`config.mk`:
```
export PLATFORM = sky130hd
export DESIGN_NAME = fifo_sync
export DESIGN_NICKNAME = d
export VERILOG_FILES = /design/src/rtl/fifo_sync_pkg.sv /design/src/rtl/fifo_sync_ram.sv /design/src/rtl/fifo_sync.sv
export SDC_FILE = /design/constraint.sdc
export NUM_CORES = 1
export LEC_CHECK = 0
export CORE_UTILIZATION = 40
export CTS_BUF_LIST = sky130_fd_sc_hd__clkbuf_16
export DETAILED_ROUTE_END_ITERATION = 8
export HOLD_SLACK_MARGIN = 0.05
export PLACE_DENSITY = 0.57
export SETUP_SLACK_MARGIN = 0.05
export SLEW_MARGIN = 25
export SYNTH_ARGS = -nofsm -noshare
export SYNTH_HDL_FRONTEND = slang
export SYNTH_SLANG_ARGS = --single-unit
```
`constraint.sdc`:
```
create_clock -name clk -period 2.9 [get_ports clk]
set_input_delay 0.435 -clock clk [delete_from_list [all_inputs] [get_ports clk]]
set_output_delay 0.435 -clock clk [all_outputs]
set_load 0.01 [all_outputs]
```
`src/rtl/fifo_sync_pkg.sv`:
```
// Shared constants and the pointer-width helper for the fifo_sync block.
// clog2 is evaluated at elaboration to size pointers and the occupancy count.
package fifo_sync_pkg;

  localparam int DEF_WIDTH = 8;
  localparam int DEF_DEPTH = 16;

  function automatic int clog2(input int value);
    int r;
    for (r = 0; (1 << r) < value; r++) begin
    end
    return r;
  endfunction

endpackage

```
`src/rtl/fifo_sync_ram.sv`:
```
// WIDTH x DEPTH storage: one synchronous write port, one asynchronous read port.
// Read data follows raddr_i combinationally; contents are never reset.
module fifo_sync_ram
  import fifo_sync_pkg::*;
#(
  parameter int WIDTH = DEF_WIDTH,
  parameter int DEPTH = DEF_DEPTH,
  parameter int AW    = clog2(DEPTH)
) (
  input  logic             clk,
  input  logic             we_i,
  input  logic [AW-1:0]    waddr_i,
  input  logic [WIDTH-1:0] wdat_i,
  input  logic [AW-1:0]    raddr_i,
  output logic [WIDTH-1:0] rdat_o
);

  logic [WIDTH-1:0] mem_q [DEPTH];

  always_ff @(posedge clk) begin
    if (we_i) begin
      mem_q[waddr_i] <= wdat_i;
    end
  end

  assign rdat_o = mem_q[raddr_i];

endmodule

```
`src/rtl/fifo_sync.sv`:
```
// Single-clock FIFO with occupancy count, almost-full/empty flags, ovf/udf pulses and optional FWFT read.
// Read latency 1 cycle (FWFT=0) or 0 (FWFT=1); writes at full and reads at empty are dropped and flagged.
module fifo_sync
  import fifo_sync_pkg::*;
#(
  parameter int WIDTH     = DEF_WIDTH,
  parameter int DEPTH     = DEF_DEPTH,
  parameter int AFULL_TH  = DEPTH - 2,
  parameter int AEMPTY_TH = 2,
  parameter int FWFT      = 0,
  localparam int AW       = clog2(DEPTH)
) (
  input  logic             clk,
  input  logic             rst_i,
  input  logic [WIDTH-1:0] dat_i,
  input  logic             wen,
  input  logic             ren,
  output logic [WIDTH-1:0] dat_o,
  output logic             full,
  output logic             empty,
  output logic             afull,
  output logic             aempty,
  output logic [AW:0]      count,
  output logic             ovf,
  output logic             udf
);

  localparam logic [AW:0] CNT_FULL  = DEPTH[AW:0];
  localparam logic [AW:0] CNT_AFULL = AFULL_TH[AW:0];
  localparam logic [AW:0] CNT_AEMPT = AEMPTY_TH[AW:0];

  logic [AW-1:0]    wptr_q, wptr_d;
  logic [AW-1:0]    rptr_q, rptr_d;
  logic [AW:0]      count_q, count_d;
  logic             full_q, empty_q, afull_q, aempty_q;
  logic             ovf_q, udf_q;
  logic             wr_acc, rd_acc;
  logic [WIDTH-1:0] rd_dat;

  // Acceptance uses the registered flags only: a same-cycle read never frees a slot at full.
  always_comb begin
    wr_acc  = wen & ~full_q;
    rd_acc  = ren & ~empty_q;
    wptr_d  = wr_acc ? wptr_q + AW'(1) : wptr_q;
    rptr_d  = rd_acc ? rptr_q + AW'(1) : rptr_q;
    count_d = count_q + {{AW{1'b0}}, wr_acc} - {{AW{1'b0}}, rd_acc};
  end

  always_ff @(posedge clk) begin
    if (rst_i) begin
      wptr_q   <= '0;
      rptr_q   <= '0;
      count_q  <= '0;
      full_q   <= 1'b0;
      empty_q  <= 1'b1;
      afull_q  <= 1'b0;
      aempty_q <= 1'b1;
      ovf_q    <= 1'b0;
      udf_q    <= 1'b0;
    end else begin
      wptr_q   <= wptr_d;
      rptr_q   <= rptr_d;
      count_q  <= count_d;
      full_q   <= (count_d == CNT_FULL);
      empty_q  <= (count_d == '0);
      afull_q  <= (count_d >= CNT_AFULL);
      aempty_q <= (count_d <= CNT_AEMPT);
      ovf_q    <= wen & full_q;
      udf_q    <= ren & empty_q;
    end
  end

  fifo_sync_ram #(
    .WIDTH (WIDTH),
    .DEPTH (DEPTH),
    .AW    (AW)
  ) u_ram (
    .clk     (clk),
    .we_i    (wr_acc),
    .waddr_i (wptr_q),
    .wdat_i  (dat_i),
    .raddr_i (rptr_q),
    .rdat_o  (rd_dat)
  );

  if (FWFT != 0) begin : g_fwft
    assign dat_o = rd_dat;
  end else begin : g_reg
    logic [WIDTH-1:0] dout_q;

    always_ff @(posedge clk) begin
      if (rst_i) begin
        dout_q <= '0;
      end else if (rd_acc) begin
        dout_q <= rd_dat;
      end
    end

    assign dat_o = dout_q;
  end

  assign full   = full_q;
  assign empty  = empty_q;
  assign afull  = afull_q;
  assign aempty = aempty_q;
  assign count  = count_q;
  assign ovf    = ovf_q;
  assign udf    = udf_q;

endmodule

```
==> metrics.md, run 1 <==
| Metric | Value |
|---|---|
| Sink Count | `155` |
| Switching part of the total | `25.39%` |
| Slowest library cell on the worst path | `clkdlybuf4s50_1` |
| Metal3 WL | `400 µm` |
| Routed met1 length | `5604 µm` |
| Wire length per cell | `20.12 µm` |
| Max-cap violations | `0` |
| Seq pwr share | `45.8%` |
| Vias | `3,148` |
| Seq/Total Area, Yosys | `71.52%` |
| Clk slew on worst S/H paths | `0.06 ns` |
| Final setup violation count | `0` |
| DR iter-0 viols | `218` |
| Yosys warns | `0` |
| Layout cells sized above 1 | `16.55%` |
| Number of synthesized register bits | `155` |
| Rows | `44` |
| Minimum clock period | `2.543 ns` |
| DRT Pass-1 Iters | `5` |
| Async set-reset flop share out of synthesis | `0%` |
| Core Footprint | `0.01475 mm²` |
| Root Buffer | `clkbuf_16` |
| Nets@finish | `433` |
| Fin crit share | `87.70%` |
| Max incr delay on CP | `0.47 ns` |
| Worst Setup Path Type | `in2reg` |
| Leak | `2.402 nW` |
| Clk network pwr share | `35.4%` |
| Highest clock rate | `393.2 MHz` |
| Clk Latency, worst-skew pair | `0.41 ns` |
| # DRC | `0` |
| CP required | `3.21 ns` |
| Die area | `0.01582 mm²` |
| CP startpoint kind | `input pin` |
| CTS Buf Count | `17` |
| IO Pins | `31` |
| Die H | `125.8 µm` |
| Top FF cell, synth | `edfxtp_1` |
| Cell Chain, Critical Path | `clkdlybuf4s50_1 > nor2b_1 > inv_1 > ha_1 > inv_1 > ha_1 > fa_1 > a21o_1 > a21oi_4 > xnor2_2 > nor4bb_2` |
| Setup bufs post-CTS | `0` |
| First-pass GRT wire length | `18,800 µm` |
| Die extent in x | `125.8 µm` |
| Final HPWL DP | `7692 µm` |
| Syn_area_per_cell | `17.17 µm²` |
| RSZ-0062 raised after global routing | `false` |
| GRT Util Overall | `16.58%` |
| Dpl cell area | `0.006731 mm²` |
| Post-CTS Resized | `0` |
| # port buffers | `30` |
| CTS tree | `done` |
| Synth Instances | `357` |
| H-tree levels | `4` |
| EDFF count, synth | `128` |
| Status | `finished clean` |
| Internal Power | `4.320 mW` |
| Critical path's top delay family | `adder cells` |
| Psw | `1.470 mW` |
| Synthesized net count | `380` |
| Met2 WL post-DR | `6036 µm` |
| Hold_buf cts | `0` |
| Peak fanout along the critical path | `5` |
| Gpl congestion | `0.7124` |
| Largest net degree at the start of global routing | `34` |
| Util after Layout | `49.33%` |
| Post-Route WL | `12,220 µm` |
| Most frequent cells in the layout | `128 x edfxtp_1, 41 x mux2i_1, 30 x clkdlybuf4s50_1` |
| Setup crit end kind | `flip-flop` |
| Mapped cell area | `0.006130 mm²` |
| # diodes | `0` |
| Tightest Pin Transition | `0.7000 ns` |
| Starting Density | `41.55%` |
| Commonest non-fill, non-tap cell in the layout | `edfxtp_1` |
| Buffers & Inverters on Critical Path | `3` |
| Logic pwr share | `18.8%` |
| Via/cell ratio | `5.186` |
| Layout area overhead | `18.74%` |
| Yosys cell types | `39` |
| Initial antenna violation count | `0` |
| Worst-case clock skew | `0.006815 ns` |
| Final Max Tran Viols | `0` |
| GRT overflow | `0` |
| Pwr dens | `795.5 mW/mm²` |
| Max clock buf depth | `2` |
| Top Metal Used | `met4` |
| Final hold violations | `0` |
| Final Instance Area | `0.007278 mm²` |
| VDD IR max | `0.4270 mV` |
| Antenna-violating nets left | `0` |
| Arr. time, crit path | `2.86 ns` |
| Hold Crit Class | `reg2reg` |
| Relative max-transition margin | `53.19%` |
| Number of global-route vias before repair | `3,187` |
-- stage by stage --
step	setup TNS [ns]	std cells	total power [mW]	setup WS [ns]	hold WS, ns
CTS	0	607	5.846	0.3431	0.4863
global route	0	607	6.036	0.2126	0.5007
floorplan	0	357	3.376	0.4671	0.4839
detailed placement	-0.1557	575	3.804	-0.08109	0.4729
finish	0	607	5.790	0.3567	0.4809
global placement	0	575	3.781	0.02089	0.4719
-- Yosys cell counts, types with 3 or more instances --
| cell type | n | area (µm²) |
|---|---|---|
| inv_1 | 9 | 33.78 |
| buf_2 | 7 | 35.03 |
| nor2_1 | 26 | 97.59 |
| xor2_1 | 4 | 35.03 |
| and3_1 | 3 | 18.77 |
| clkbuf_1 | 3 | 11.26 |
| buf_4 | 5 | 37.54 |
| mux4_2 | 16 | 360.4 |
| ha_1 | 10 | 125.1 |
| o21ai_1 | 8 | 40.04 |
| nor2b_1 | 5 | 31.28 |
| dfxtp_1 | 27 | 540.5 |
| a22oi_1 | 16 | 120.1 |
| nand2_1 | 9 | 33.78 |
| mux2i_1 | 41 | 410.4 |
| nor3_1 | 4 | 20.02 |
| a32oi_1 | 8 | 70.07 |
| edfxtp_1 | 128 | 3844 |
| xnor2_1 | 3 | 26.28 |
-- state kept, by name (all words and copies together) (netlist names) --
name	flops
u_ram.mem_q	128
dat_o	8
count	5
rptr_q	4
wptr_q	4
aempty	1
afull	1
empty	1
full	1
ovf	1
udf	1
-- tightest hold or removal path, cell delays in order, from the launching register on --
cell and delay, ns:
dfxtp_1 0.33, a32oi_1 0.06, o21ai_1 0.06
-- power by group through the flow --
stage | Combinational [mW] | Clock, mW | Sequential (mW)
after floorplan | 0.668 | 0 | 2.71
after global routing | 1.20 | 2.17 | 2.67
final | 1.09 | 2.05 | 2.65
after global placement | 1.08 | 0 | 2.70
after detailed placement | 1.11 | 0 | 2.70
after CTS | 1.11 | 2.08 | 2.65
-- layout make-up --
class	instances	area, µm²
clock inverter	15	121.4
tap	184	230.2
clock buffer	17	425.4
sequential	155	4385
fill	1256	7476
timing repair buffer	53	485.5
multi-input combinational	174	1597
inverter	9	33.78
-- path summary, 6_finish.rpt --
check	from	end	slack, ns	cells past startpoint
worst max-delay path	wen	full	0.36	11
worst min-delay path	dat_o[2]	dat_o[2]	0.48	2
worst max register to register	full	full	0.55	10
worst min register to register	dat_o[2]	dat_o[2]	0.48	2
-- cells by family (layout without fill, tap and decap cells) --
logic type,Yosys count,in the layout,share of synthesized area (%)
compound gates,40,40,4.920
xor+xnor,10,10,1.796
fa+ha+maj,11,11,2.368
buf+inv,28,94,2.429
flops,155,155,71.52
mux,57,57,12.57
simple gates,56,56,4.389
-- metal layers --
layer / vias up / GRT usage (%)
li1: 1491 / -
met1: 1596 / 21.79
met5: - / 0
met4: 0 / 5.741
met2: 44 / 27.19
met3: 17 / 3.781
Note: power is estimated with default switching activity, not from simulation.
==> run 2, diff against run 1 <==
Clock period 2.9 ns to 3.2 ns, I/O delays scaled along.
==> metrics.md, run 2 (synthesized netlist as in run 1, its figures left out) <==
| Metric | Value |
|---|---|
| Status | `finished clean` |
| CTS Buf Count | `17` |
| Clk network pwr share | `34.4%` |
| RSZ-0062 raised after global routing | `false` |
| Initial antenna violation count | `0` |
| Hold_buf cts | `0` |
| CP startpoint kind | `input pin` |
| H-tree levels | `4` |
| Gpl congestion | `0.7406` |
| Final Instance Area | `0.007251 mm²` |
| Logic pwr share | `19.2%` |
| Switching part of the total | `27.15%` |
| Setup bufs post-CTS | `0` |
| # DRC | `0` |
| Internal Power | `3.766 mW` |
| Antenna-violating nets left | `0` |
| Via/cell ratio | `5.188` |
| CP required | `3.51 ns` |
| Worst-case clock skew | `0.01018 ns` |
| Seq pwr share | `46.4%` |
| Setup crit end kind | `flip-flop` |
| Peak fanout along the critical path | `5` |
| Number of global-route vias before repair | `3,223` |
| Layout cells sized above 1 | `18.25%` |
| Die extent in x | `125.8 µm` |
| Sink Count | `155` |
| Largest net degree at the start of global routing | `34` |
| Post-Route WL | `12,340 µm` |
| # diodes | `0` |
| Root Buffer | `clkbuf_16` |
| Hold Crit Class | `reg2reg` |
| Largest register FFs | `128` |
| Max clock buf depth | `2` |
| Setup TNS | `0 ns` |
| Register with the highest flop count | `u_ram.mem_q` |
| Leak | `2.370 nW` |
| Worst Setup Path Type | `in2reg` |
| Final HPWL DP | `7783 µm` |
| # port buffers | `30` |
| Highest clock rate | `392.6 MHz` |
| Post-CTS Resized | `0` |
| Core Footprint | `0.01475 mm²` |
| Tightest Pin Transition | `0.7012 ns` |
| Final worst setup slack | `0.6527 ns` |
| Final Max Tran Viols | `0` |
| Max-cap violations | `0` |
| GRT Util Overall | `16.65%` |
| Dpl cell area | `0.006724 mm²` |
| Rows | `44` |
| Arr. time, crit path | `2.86 ns` |
| Layout area overhead | `18.29%` |
| First-pass GRT wire length | `18,750 µm` |
| Clk Latency, worst-skew pair | `0.42 ns` |
| Die H | `125.8 µm` |
| Clk slew on worst S/H paths | `0.06 ns` |
| Nets@finish | `432` |
| GRT overflow | `0` |
| Minimum clock period | `2.547 ns` |
| Die area | `0.01582 mm²` |
| Post-place setup slack | `0.2291 ns` |
| Psw | `1.404 mW` |
| Most frequent cells in the layout | `128 x edfxtp_1, 41 x mux2i_1, 30 x clkdlybuf4s50_1` |
| Relative max-transition margin | `53.11%` |
| VDD IR max | `0.3805 mV` |
| Fin crit share | `79.60%` |
| CTS tree | `done` |
| Wire length per cell | `20.36 µm` |
| Pwr dens | `712.9 mW/mm²` |
| DR iter-0 viols | `159` |
| Vias | `3,144` |
| IO Pins | `31` |
| DRT Pass-1 Iters | `5` |
| Starting Density | `41.55%` |
| Final setup violation count | `0` |
| Commonest non-fill, non-tap cell in the layout | `edfxtp_1` |
| Final hold violations | `0` |
run 2: changes by cell type in the layout (fill, tap and decap cells not counted), sizes merged:
cell	previous run	this run
buf	23	22
bufinv	2	0
inv	15	11
clkinvlp	0	2
clkinv	7	11
run 2: stage by stage:
stage / hold slack [ns] / util (%) / total power [mW] / std cells
finish: 0.4824 / 49.14 / 5.169 / 606
global route: 0.4975 / 49.14 / 5.381 / 606
CTS: 0.4844 / 49.14 / 5.216 / 606
detailed placement: 0.4699 / 45.57 / 3.437 / 574
global placement: 0.4689 / 45.57 / 3.405 / 574
floorplan: 0.4839 / - / 3.060 / 357
run 2: area by class of cell:
class	count	area (µm²)
well taps	184	230.2
clock inverters	15	101.3
flip-flops and latches	155	4385
clock buffers	17	425.4
repair buffers	52	478.0
fillers	1220	7503
inverters	9	33.78
multi-input cells	174	1597
run 2: per-layer routing:
metal / track usage [%] / part of all wire [%]
met1: 21.65 / 44
met4: 4.890 / 0.39
met2: 27.25 / 51
met3: 4.758 / 5.1
met5: 0 / 0
run 2: power groups by stage:
| stage | Sequential (mW) | Clock, mW | Combinational (mW) |
|---|---|---|---|
| 5_1_grt | 2.41 | 1.90 | 1.07 |
| 2_1_floorplan | 2.45 | 0 | 0.606 |
| 3_3_place_gp | 2.44 | 0 | 0.967 |
| 4_1_cts | 2.40 | 1.82 | 0.999 |
| 3_5_place_dp | 2.44 | 0 | 0.996 |
| 6_report | 2.40 | 1.78 | 0.991 |
run 2: worst max-delay path, cell delays in order:
cell and delay (ns):
clkdlybuf4s50_1 0.46, nor2b_1 0.18, inv_1 0.06, ha_1 0.27, inv_1 0.04, ha_1 0.21, fa_1 0.42, a21o_1 0.20
a21oi_4 0.16, xnor2_2 0.13, a41o_1 0.25
run 2: worst paths after layout:
check,start,endpoint,slack (ns),cells after the start
worst min register to register,dat_o[1],dat_o[1],0.48,2
worst min-delay path,dat_o[1],dat_o[1],0.48,2
worst max-delay path,wen,aempty,0.65,11
worst max register to register,full,aempty,0.88,10
